==> src/rtl/xprog_fetch_pkg.sv <==
// Shared definitions for the instruction-fetch sequencer: default widths
// and the fetch state encoding.
`ifndef XPROG_FETCH_PKG_SV
`define XPROG_FETCH_PKG_SV

package xprog_fetch_pkg;

    // Default widths.
    localparam int FETCH_ADDR_W_DEF  = 8;
    localparam int FETCH_INSTR_W_DEF = 16;
    localparam int FETCH_CNT_W_DEF   = 16;

    // The program ROM always returns data one cycle after the address.
    // The sequencer is built around that fixed latency.
    localparam int FETCH_ROM_LATENCY = 1;

    // Sequencer state.
    typedef enum logic {
        FETCH_IDLE = 1'b0,
        FETCH_RUN  = 1'b1
    } fetch_state_e;

endpackage

`endif

==> src/rtl/xprog_fetch_if.sv <==
// Fetch-side bus: the ROM address/data pair and the decode handshake.
// master = fetch sequencer, slave = ROM plus decode stage.
interface xprog_fetch_if #(
    parameter int ADDR_W  = 8,
    parameter int INSTR_W = 16
);
    // ROM port
    logic [ADDR_W-1:0]  rom_addr;
    logic [INSTR_W-1:0] rom_instr;

    // Decode handshake
    logic [INSTR_W-1:0] instr;
    logic [ADDR_W-1:0]  instr_pc;
    logic               instr_valid;
    logic               halt;
    logic               stall;

    modport master (
        output rom_addr,
        input  rom_instr,
        output instr,
        output instr_pc,
        output instr_valid,
        input  halt,
        input  stall
    );

    modport slave (
        input  rom_addr,
        output rom_instr,
        input  instr,
        input  instr_pc,
        input  instr_valid,
        output halt,
        output stall
    );
endinterface

==> src/rtl/xprog_fetch_sat_cnt.sv <==
// Saturating up-counter with synchronous clear; clear has priority over
// increment. Holds at all-ones instead of wrapping.
module xprog_fetch_sat_cnt #(
    parameter int W = 16
) (
    input  logic         clk,
    input  logic         rst_n,
    input  logic         clr_i,
    input  logic         inc_i,
    output logic [W-1:0] cnt_o
);

    logic [W-1:0] cnt_q;
    logic [W-1:0] cnt_d;
    logic         at_max;

    assign at_max = &cnt_q;

    // Next count: clear, else increment unless already saturated.
    always_comb begin
        cnt_d = cnt_q;
        if (clr_i) begin
            cnt_d = '0;
        end else if (inc_i && !at_max) begin
            cnt_d = cnt_q + W'(1);
        end
    end

    // Count register.
    always_ff @(posedge clk or negedge rst_n) begin
        if (!rst_n) begin
            cnt_q <= '0;
        end else begin
            cnt_q <= cnt_d;
        end
    end

    assign cnt_o = cnt_q;

endmodule

==> src/rtl/xprog_fetch.sv <==
// Instruction-fetch sequencer for the 1-cycle-latency program ROM.
// Owns the program counter, issues a ROM address every cycle, tracks
// which address the ROM output belongs to and presents a squashable,
// stallable instruction stream to decode. Counts retired instructions.
module xprog_fetch
    import xprog_fetch_pkg::*;
#(
    parameter int ADDR_W  = FETCH_ADDR_W_DEF,
    parameter int INSTR_W = FETCH_INSTR_W_DEF,
    parameter int CNT_W   = FETCH_CNT_W_DEF
) (
    input  logic              clk,
    input  logic              rst_n,
    input  logic              start,
    input  logic [ADDR_W-1:0] start_addr,
    input  logic              branch_en,
    input  logic [ADDR_W-1:0] branch_addr,
    output logic              busy,
    output logic [CNT_W-1:0]  retired_cnt,
    xprog_fetch_if.master     fbus
);

    fetch_state_e      state_q;
    logic [ADDR_W-1:0] fpc_q;      // address issued last cycle
    logic              fvalid_q;   // last issue was a real fetch
    logic [ADDR_W-1:0] next_addr;  // address issued this cycle
    logic              in_run;
    logic              valid_w;
    logic              accept;
    logic              launch;     // IDLE -> RUN this edge
    logic              retire_halt;// accepted HALT ends the run

    assign in_run      = (state_q == FETCH_RUN);
    // A branch from execute squashes the word currently in front of decode.
    assign valid_w     = in_run & fvalid_q & ~branch_en;
    assign accept      = valid_w & ~fbus.stall;
    assign launch      = ~in_run & start;
    assign retire_halt = accept & fbus.halt;

    // Next fetch address; priority is branch > accepted halt > stall > advance.
    // A stall re-reads the same word so the ROM output stays stable for decode
    // without a skid buffer.
    always_comb begin
        next_addr = fpc_q;
        if (!in_run) begin
            if (start) begin
                next_addr = start_addr;
            end
        end else if (branch_en) begin
            next_addr = branch_addr;
        end else if (retire_halt) begin
            next_addr = fpc_q;
        end else if (fbus.stall && fvalid_q) begin
            next_addr = fpc_q;
        end else begin
            next_addr = fpc_q + ADDR_W'(1);
        end
    end

    // Sequencer FSM plus the issued-address tracking registers.
    always_ff @(posedge clk or negedge rst_n) begin
        if (!rst_n) begin
            state_q  <= FETCH_IDLE;
            fpc_q    <= '0;
            fvalid_q <= 1'b0;
        end else begin
            fpc_q <= next_addr;
            case (state_q)
                FETCH_IDLE: begin
                    if (start) begin
                        state_q  <= FETCH_RUN;
                        fvalid_q <= 1'b1;
                    end
                end
                FETCH_RUN: begin
                    // start is ignored while running
                    if (retire_halt) begin
                        state_q  <= FETCH_IDLE;
                        fvalid_q <= 1'b0;
                    end
                end
                default: begin
                    state_q  <= FETCH_IDLE;
                    fvalid_q <= 1'b0;
                end
            endcase
        end
    end

    // Retired-instruction counter: cleared by a launching start, bumped on
    // every accepted word (including the HALT that ends the run).
    xprog_fetch_sat_cnt #(
        .W (CNT_W)
    ) u_retired (
        .clk   (clk),
        .rst_n (rst_n),
        .clr_i (launch),
        .inc_i (accept),
        .cnt_o (retired_cnt)
    );

    assign fbus.rom_addr    = next_addr;
    assign fbus.instr       = fbus.rom_instr;
    assign fbus.instr_pc    = fpc_q;
    assign fbus.instr_valid = valid_w;
    assign busy             = in_run;

endmodule

==> src/flat_wrapper.sv <==
// flat-port wrapper written by rule: the top's interface ports become plain ports
module xprog_fetch_flat import xprog_fetch_pkg::*;
#(
    parameter int ADDR_W  = FETCH_ADDR_W_DEF,
    parameter int INSTR_W = FETCH_INSTR_W_DEF,
    parameter int CNT_W   = FETCH_CNT_W_DEF
)
  (clk, rst_n, start, start_addr, branch_en, branch_addr, busy, retired_cnt, fbus_rom_addr, fbus_rom_instr, fbus_instr, fbus_instr_pc, fbus_instr_valid, fbus_halt, fbus_stall);
  xprog_fetch_if #(.ADDR_W(ADDR_W), .INSTR_W(INSTR_W)) fbus_i ();
  input  logic clk;
  input  logic rst_n;
  input  logic start;
  input  logic [ADDR_W-1:0] start_addr;
  input  logic branch_en;
  input  logic [ADDR_W-1:0] branch_addr;
  output logic busy;
  output logic [CNT_W-1:0] retired_cnt;
  output wire logic [$bits(fbus_i.rom_addr)-1:0] fbus_rom_addr;
  input wire logic [$bits(fbus_i.rom_instr)-1:0] fbus_rom_instr;
  output wire logic [$bits(fbus_i.instr)-1:0] fbus_instr;
  output wire logic [$bits(fbus_i.instr_pc)-1:0] fbus_instr_pc;
  output wire logic [$bits(fbus_i.instr_valid)-1:0] fbus_instr_valid;
  input wire logic [$bits(fbus_i.halt)-1:0] fbus_halt;
  input wire logic [$bits(fbus_i.stall)-1:0] fbus_stall;
  assign fbus_rom_addr = fbus_i.rom_addr;
  assign fbus_i.rom_instr = fbus_rom_instr;
  assign fbus_instr = fbus_i.instr;
  assign fbus_instr_pc = fbus_i.instr_pc;
  assign fbus_instr_valid = fbus_i.instr_valid;
  assign fbus_i.halt = fbus_halt;
  assign fbus_i.stall = fbus_stall;
  xprog_fetch #(.ADDR_W(ADDR_W), .INSTR_W(INSTR_W), .CNT_W(CNT_W)) u_core (.clk(clk), .rst_n(rst_n), .start(start), .start_addr(start_addr), .branch_en(branch_en), .branch_addr(branch_addr), .busy(busy), .retired_cnt(retired_cnt), .fbus(fbus_i));
endmodule
==> config.mk <==
export PLATFORM = sky130hd
export DESIGN_NAME = xprog_fetch_flat
export DESIGN_NICKNAME = d
export VERILOG_FILES = /design/src/rtl/xprog_fetch_pkg.sv /design/src/rtl/xprog_fetch_if.sv /design/src/rtl/xprog_fetch_sat_cnt.sv /design/src/rtl/xprog_fetch.sv /design/src/flat_wrapper.sv
export SDC_FILE = /design/constraint.sdc
export NUM_CORES = 1
export LEC_CHECK = 0
export BUFFER_PORTS_ARGS = -buffer_cell sky130_fd_sc_hd__buf_2
export CORE_ASPECT_RATIO = 1.75
export CORE_UTILIZATION = 49
export CTS_CLUSTER_DIAMETER = 200
export DETAILED_ROUTE_END_ITERATION = 10
export PLACE_DENSITY_LB_ADDON = 0.12
export SYNTH_ARGS = -nofsm -noshare
export SYNTH_HDL_FRONTEND = slang
export SYNTH_SLANG_ARGS = --single-unit
==> constraint.sdc <==
create_clock -name clk -period 4.6 [get_ports clk]
set_input_delay 0.69 -clock clk [delete_from_list [all_inputs] [get_ports clk]]
set_output_delay 0.69 -clock clk [all_outputs]
set_load 0.05 [all_outputs]
=== Yosys cells after proc, flatten, opt, wreduce, memory -nomap -nowiden ===
Cells that the tools add are included.
Widths: inputs -> output; s select.

* Equal/unequal tests: 2
* $add $sub $neg: 2
* Reduce and logical (&&, ||, !) cells: 6
* Mux-type cells: 13
* Bitwise logic cells: 8

{| class="wikitable"
|+ Operator list
! operator !! number
|-
| $mux 8 || 5
|-
| $mux 16 || 2
|-
| $add 16x1->16 const B || 1
|-
| $reduce_and 16->1 || 1
|-
| $add 8x1->8 const B || 1
|-
| $and 1x1->1 || 5
|-
| $mux 1 || 4
|-
| $ne 2x2->1 const B || 2
|-
| $pmux 1 s2 || 2
|-
| $not 1->1 || 3
|-
| $logic_and 1x1->1 || 2
|-
| $reduce_and 2->1 || 1
|-
| $reduce_bool 2->1 || 1
|-
| $logic_not 1->1 || 1
|}

* Logic and storage cells: 35
* Output and inout port bits: 50
* Flip-flop bits (word level): 26
* Input bits: 38

=== Longest topological paths before layout ===
* Depth after elaboration: 7
* Mapped depth: 5
* Gate-level depth less buffers: 5

=== Modules after synthesis ===
A second synthesis with hierarchy kept.

* Cells, all modules: 186
* Area total of the unflattened synthesis: 1725.4 µm²

{| class="wikitable"
|+ Modules (own cells, without submodules)
! module !! sequential area each (µm²) !! area an instance (µm²) !! cells each !! times used
|-
| xprog_fetch_sat_cnt || 400.4 || 919.6 || 95 || 1
|-
| xprog_fetch || 250.2 || 805.8 || 91 || 1
|}

=== Least setup slack after synthesis ===
Ideal clock, no wire load.

* Path type: register to output
* Start point: register u_core.state_q (netlist: u_core.busy)
* End point: output port fbus_rom_addr[5]
* Path buffers: 1
* Data required time: 3.910 ns
* Stages on the path, launching flop included: 6
* Arrival time: 2.510 ns
* Path slack: 1.400 ns
* Path through: dfrtp_1 > and3b_1 > o21a_1 > clkbuf_1 > or3_1 > a31oi_1

* Word-level cells in the longest chain between the ends: 7

{| class="wikitable"
|+ RTL lines
! element !! RTL line !! text
|-
| start, declared || xprog_fetch.sv:23 || <nowiki>fetch_state_e state_q;</nowiki>
|-
| start signal, assigned || xprog_fetch.sv:63 || <nowiki>state_q <= FETCH_IDLE;</nowiki>
|-
| start signal, assigned || xprog_fetch.sv:71 || <nowiki>state_q <= FETCH_RUN;</nowiki>
|-
| start signal, assigned || xprog_fetch.sv:78 || <nowiki>state_q <= FETCH_IDLE;</nowiki>
|-
| $and 1x1->1 (2 in a row) || xprog_fetch.sv:35 || <nowiki>assign valid_w = in_run & fvalid_q & ~branch_en;</nowiki>
|-
| $and 1x1->1 || xprog_fetch.sv:36 || <nowiki>assign accept = valid_w & ~fbus.stall;</nowiki>
|-
| $and 1x1->1 || xprog_fetch.sv:38 || <nowiki>assign retire_halt = accept & fbus.halt;</nowiki>
|-
| $mux 8 || xprog_fetch.sv:51 || <nowiki>end else if (retire_halt) begin</nowiki>
|-
| $mux 8 || xprog_fetch.sv:49 || <nowiki>end else if (branch_en) begin</nowiki>
|-
| $mux 8 (*) || xprog_fetch.sv:45 || <nowiki>if (!in_run) begin</nowiki>
|-
| end, declared || flat_wrapper.sv:18 || <nowiki>output wire logic [$bits(fbus_i.rom_addr)-1:0] fbus_rom_addr;</nowiki>
|}

Every way passes the cells marked *; elsewhere a longest branch is shown, timed or not.

=== Final worst setup path ===
* Start point: register u_core.state_q (netlist: u_core.busy)
* End point: output port fbus_rom_addr[4]

The elaborated chain is that of the path after synthesis.

==> metrics.yaml <==
drt_first_pass_iters: 4
start_kind: "flip-flop"
cts_resized: 0
die_x_um: 46.9
area.growth.synth_to_final_pct: 12.8
nNetsFinal: 267
switchingPower_mw: 0.513
synthSimpleGateAreaFrac_pct: 25.4
tns_ns: 0
critical_path_class: "reg -> out"
cts_tree: "yes"
hpwl_um: 3370
pre_cts_slack_ns: 1.65
die_area_um2: 3780
powerDensity_nw_per_um2: 497
setup_viol: 0
fmax_mhz: 319
yosysWarnings: 0
place_area_um2: 1910
r2r_setup_slack_ns: 2.34
layout.cells.non_filler: 270
cp_data_required_time_ns: 3.91
clk_latency_ns: 0.27
gp_congestion: 0.895
fin_skew_ns: 0.00515
post-cts-setup-buffers: 0
hold_violations: 0
swShare_pct: 52.9
synth.area.mux_share_pct: 6.95
cts_buffer_depth: 2
final_cell_area_um2: 1950
synth_nets: 230
intPower_mw: 0.457
fillCellCount: 333
slew_headroom_pct: 33.0
yosysMostFrequentCell: "dfrtp_1"
seqPwrFrac_pct: 35.6
min_period_ns: 3.14
num_io_pins: 88
grtUsageTotal_pct: 26.4
synth_edf_count: 0
max-vdd-ir-drop_v: 0.000365
cts.sinks: 26
synth_xor_area_share_pct: 0.507
p_leak_nw: 0.904
holdWs_ns: 0.419
yosys.cell_types.count: 39
yosys-top-cells-count: "dfrtp_1, buf_4, nand2_1, a31oi_1, a21oi_1"
status: "completed"
synth.area.top_cells: "dfrtp_1, buf_4, mux2_1"
hold_class: "in -> async"
rows: 28
avgSynthCellArea_um2: 9.10
clkPwrFrac_pct: 13.3
hold_buffers: 0
setup_ws_ns: 1.46
drive_above_1_share_pct: 27.6
worstMarginPinSlew_ns: 1.00
drv_cap: 0
ys.flop_type: "dfrtp_1"
synth_fa_ha_area_share_pct: 1.45
syn_inst: 190
drc_errors: 0
ys_ff_latch: 26
crit_fanout: 17
numCtsBuffers: 3
initial_utilization_pct: 51.4
synth_top_area_share_pct: 37.6
synth_top_area_cell: "dfrtp_1"
combPwrFrac_pct: 51.1
antenna-diode-count: 0
ys_seq_area_share_pct: 37.6
grt_max_degree: 27
slew_violations: 0
clk_pin_slew_ns: 0.09
wl_per_cell_um: 16.7
io_buffers: 55
synth-compound-area-share_pct: 19.1
grt_pass1_wl_um: 7390
avgViaCountPerCell: 6.24
rsz0062_at_grt: "no"
core_area_um2: 3360
wirelength_um: 4510
netlist_area_um2: 1730
synth_top_family_by_area: "simple AND/OR/NAND/NOR gates"
drtIter0Drc: 61
antenna_found_initial: 0
placed_cells: 267
cts_root_buf: "clkbuf_8"
grt-ovfl-total: 0
die_h_um: 80.6
async_reset_ff_share_pct: 100
grt_pass1_vias: 1678
critical_path_arrival_ns: 2.45
post-route-period-util_pct: 68.2
postRouteAntennaNets: 0
endpoint_kind: "output pin"
cts_max_level: 1
vias: 1686
cells by family after synthesis:
| kind of cell | after synthesis |
|---|---|
| simple gates | 73 |
| compound gates | 53 |
| flops | 26 |
| buf+inv | 24 |
| mux | 11 |
| fa+ha+maj | 2 |
| xor+xnor | 1 |
layer usage:
metal | part of all wire, % | track usage, % | vias to the layer above
li1 | - | - | 784
met1 | 39 | 28.5 | 831
met2 | 56 | 48.5 | 67
met3 | 4.4 | 4.04 | 4
met4 | 0.98 | 9.14 | 0
met5 | 0 | 0 | -
state kept, by name, summed over array words and instances, names as in the netlist:
signal                  count
u_core.u_retired.cnt_o     16
u_core.fbus.instr_pc        8
u_core.fvalid_q             1
u_core.busy                 1
path summary, 6_finish.rpt:
path                                           start                          to  cells after the start
min in group clk           u_core.u_retired.cnt_o[4]   u_core.u_retired.cnt_o[4]                      1
max                                      u_core.busy            fbus_rom_addr[4]                      5
min reg2reg                u_core.u_retired.cnt_o[4]   u_core.u_retired.cnt_o[4]                      1
max in group asynchronous                      rst_n   u_core.u_retired.cnt_o[8]                      1
min                                            rst_n  u_core.u_retired.cnt_o[11]                      1
max reg2reg                              u_core.busy  u_core.u_retired.cnt_o[13]                      4
layout make-up:
class,instances,area [um2],share of cell area (%)
multi-input combinational,140,923,47.3
sequential,26,651,33.4
timing repair buffer,55,275,14.1
tap,45,56.3,2.89
clock buffer,3,41.3,2.12
inverter,1,3.75,0.192
power by group through the flow:
stage               combinational (mW)  sequential (mW)  clock (mW)
floorplan                        0.288            0.465           0
global placement                 0.487            0.343           0
detailed placement               0.493            0.346           0
CTS                              0.495            0.342       0.133
global route                     0.525            0.351       0.144
finish                           0.495            0.345       0.129
cells in the final DEF (no fill, tap or decap), types with 5 or more instances in the layout:
cell,n
and3_1,5
o21ai_1,9
nor2_1,8
nand2_1,15
o22ai_1,8
nand4_1,8
a31oi_1,12
or3_1,8
nand3_1,7
a21oi_1,10
buf_2,55
dfrtp_1,26
mux2_1,8
stage by stage:
step	util, %	power (mW)
6_report	58.0	0.969
3_5_place_dp	56.8	0.839
5_1_grt	58.0	1.02
2_1_floorplan	-	0.754
3_3_place_gp	56.8	0.830
4_1_cts	58.0	0.970
critical path, stage by stage, from the launching register on:
cell and delay (ns):
dfrtp_1 0.58, and3b_1 0.31, o21a_1 0.31, or3_1 0.40
a31oi_1 0.26, buf_2 0.31
Note: power is estimated with default switching activity, not from simulation.
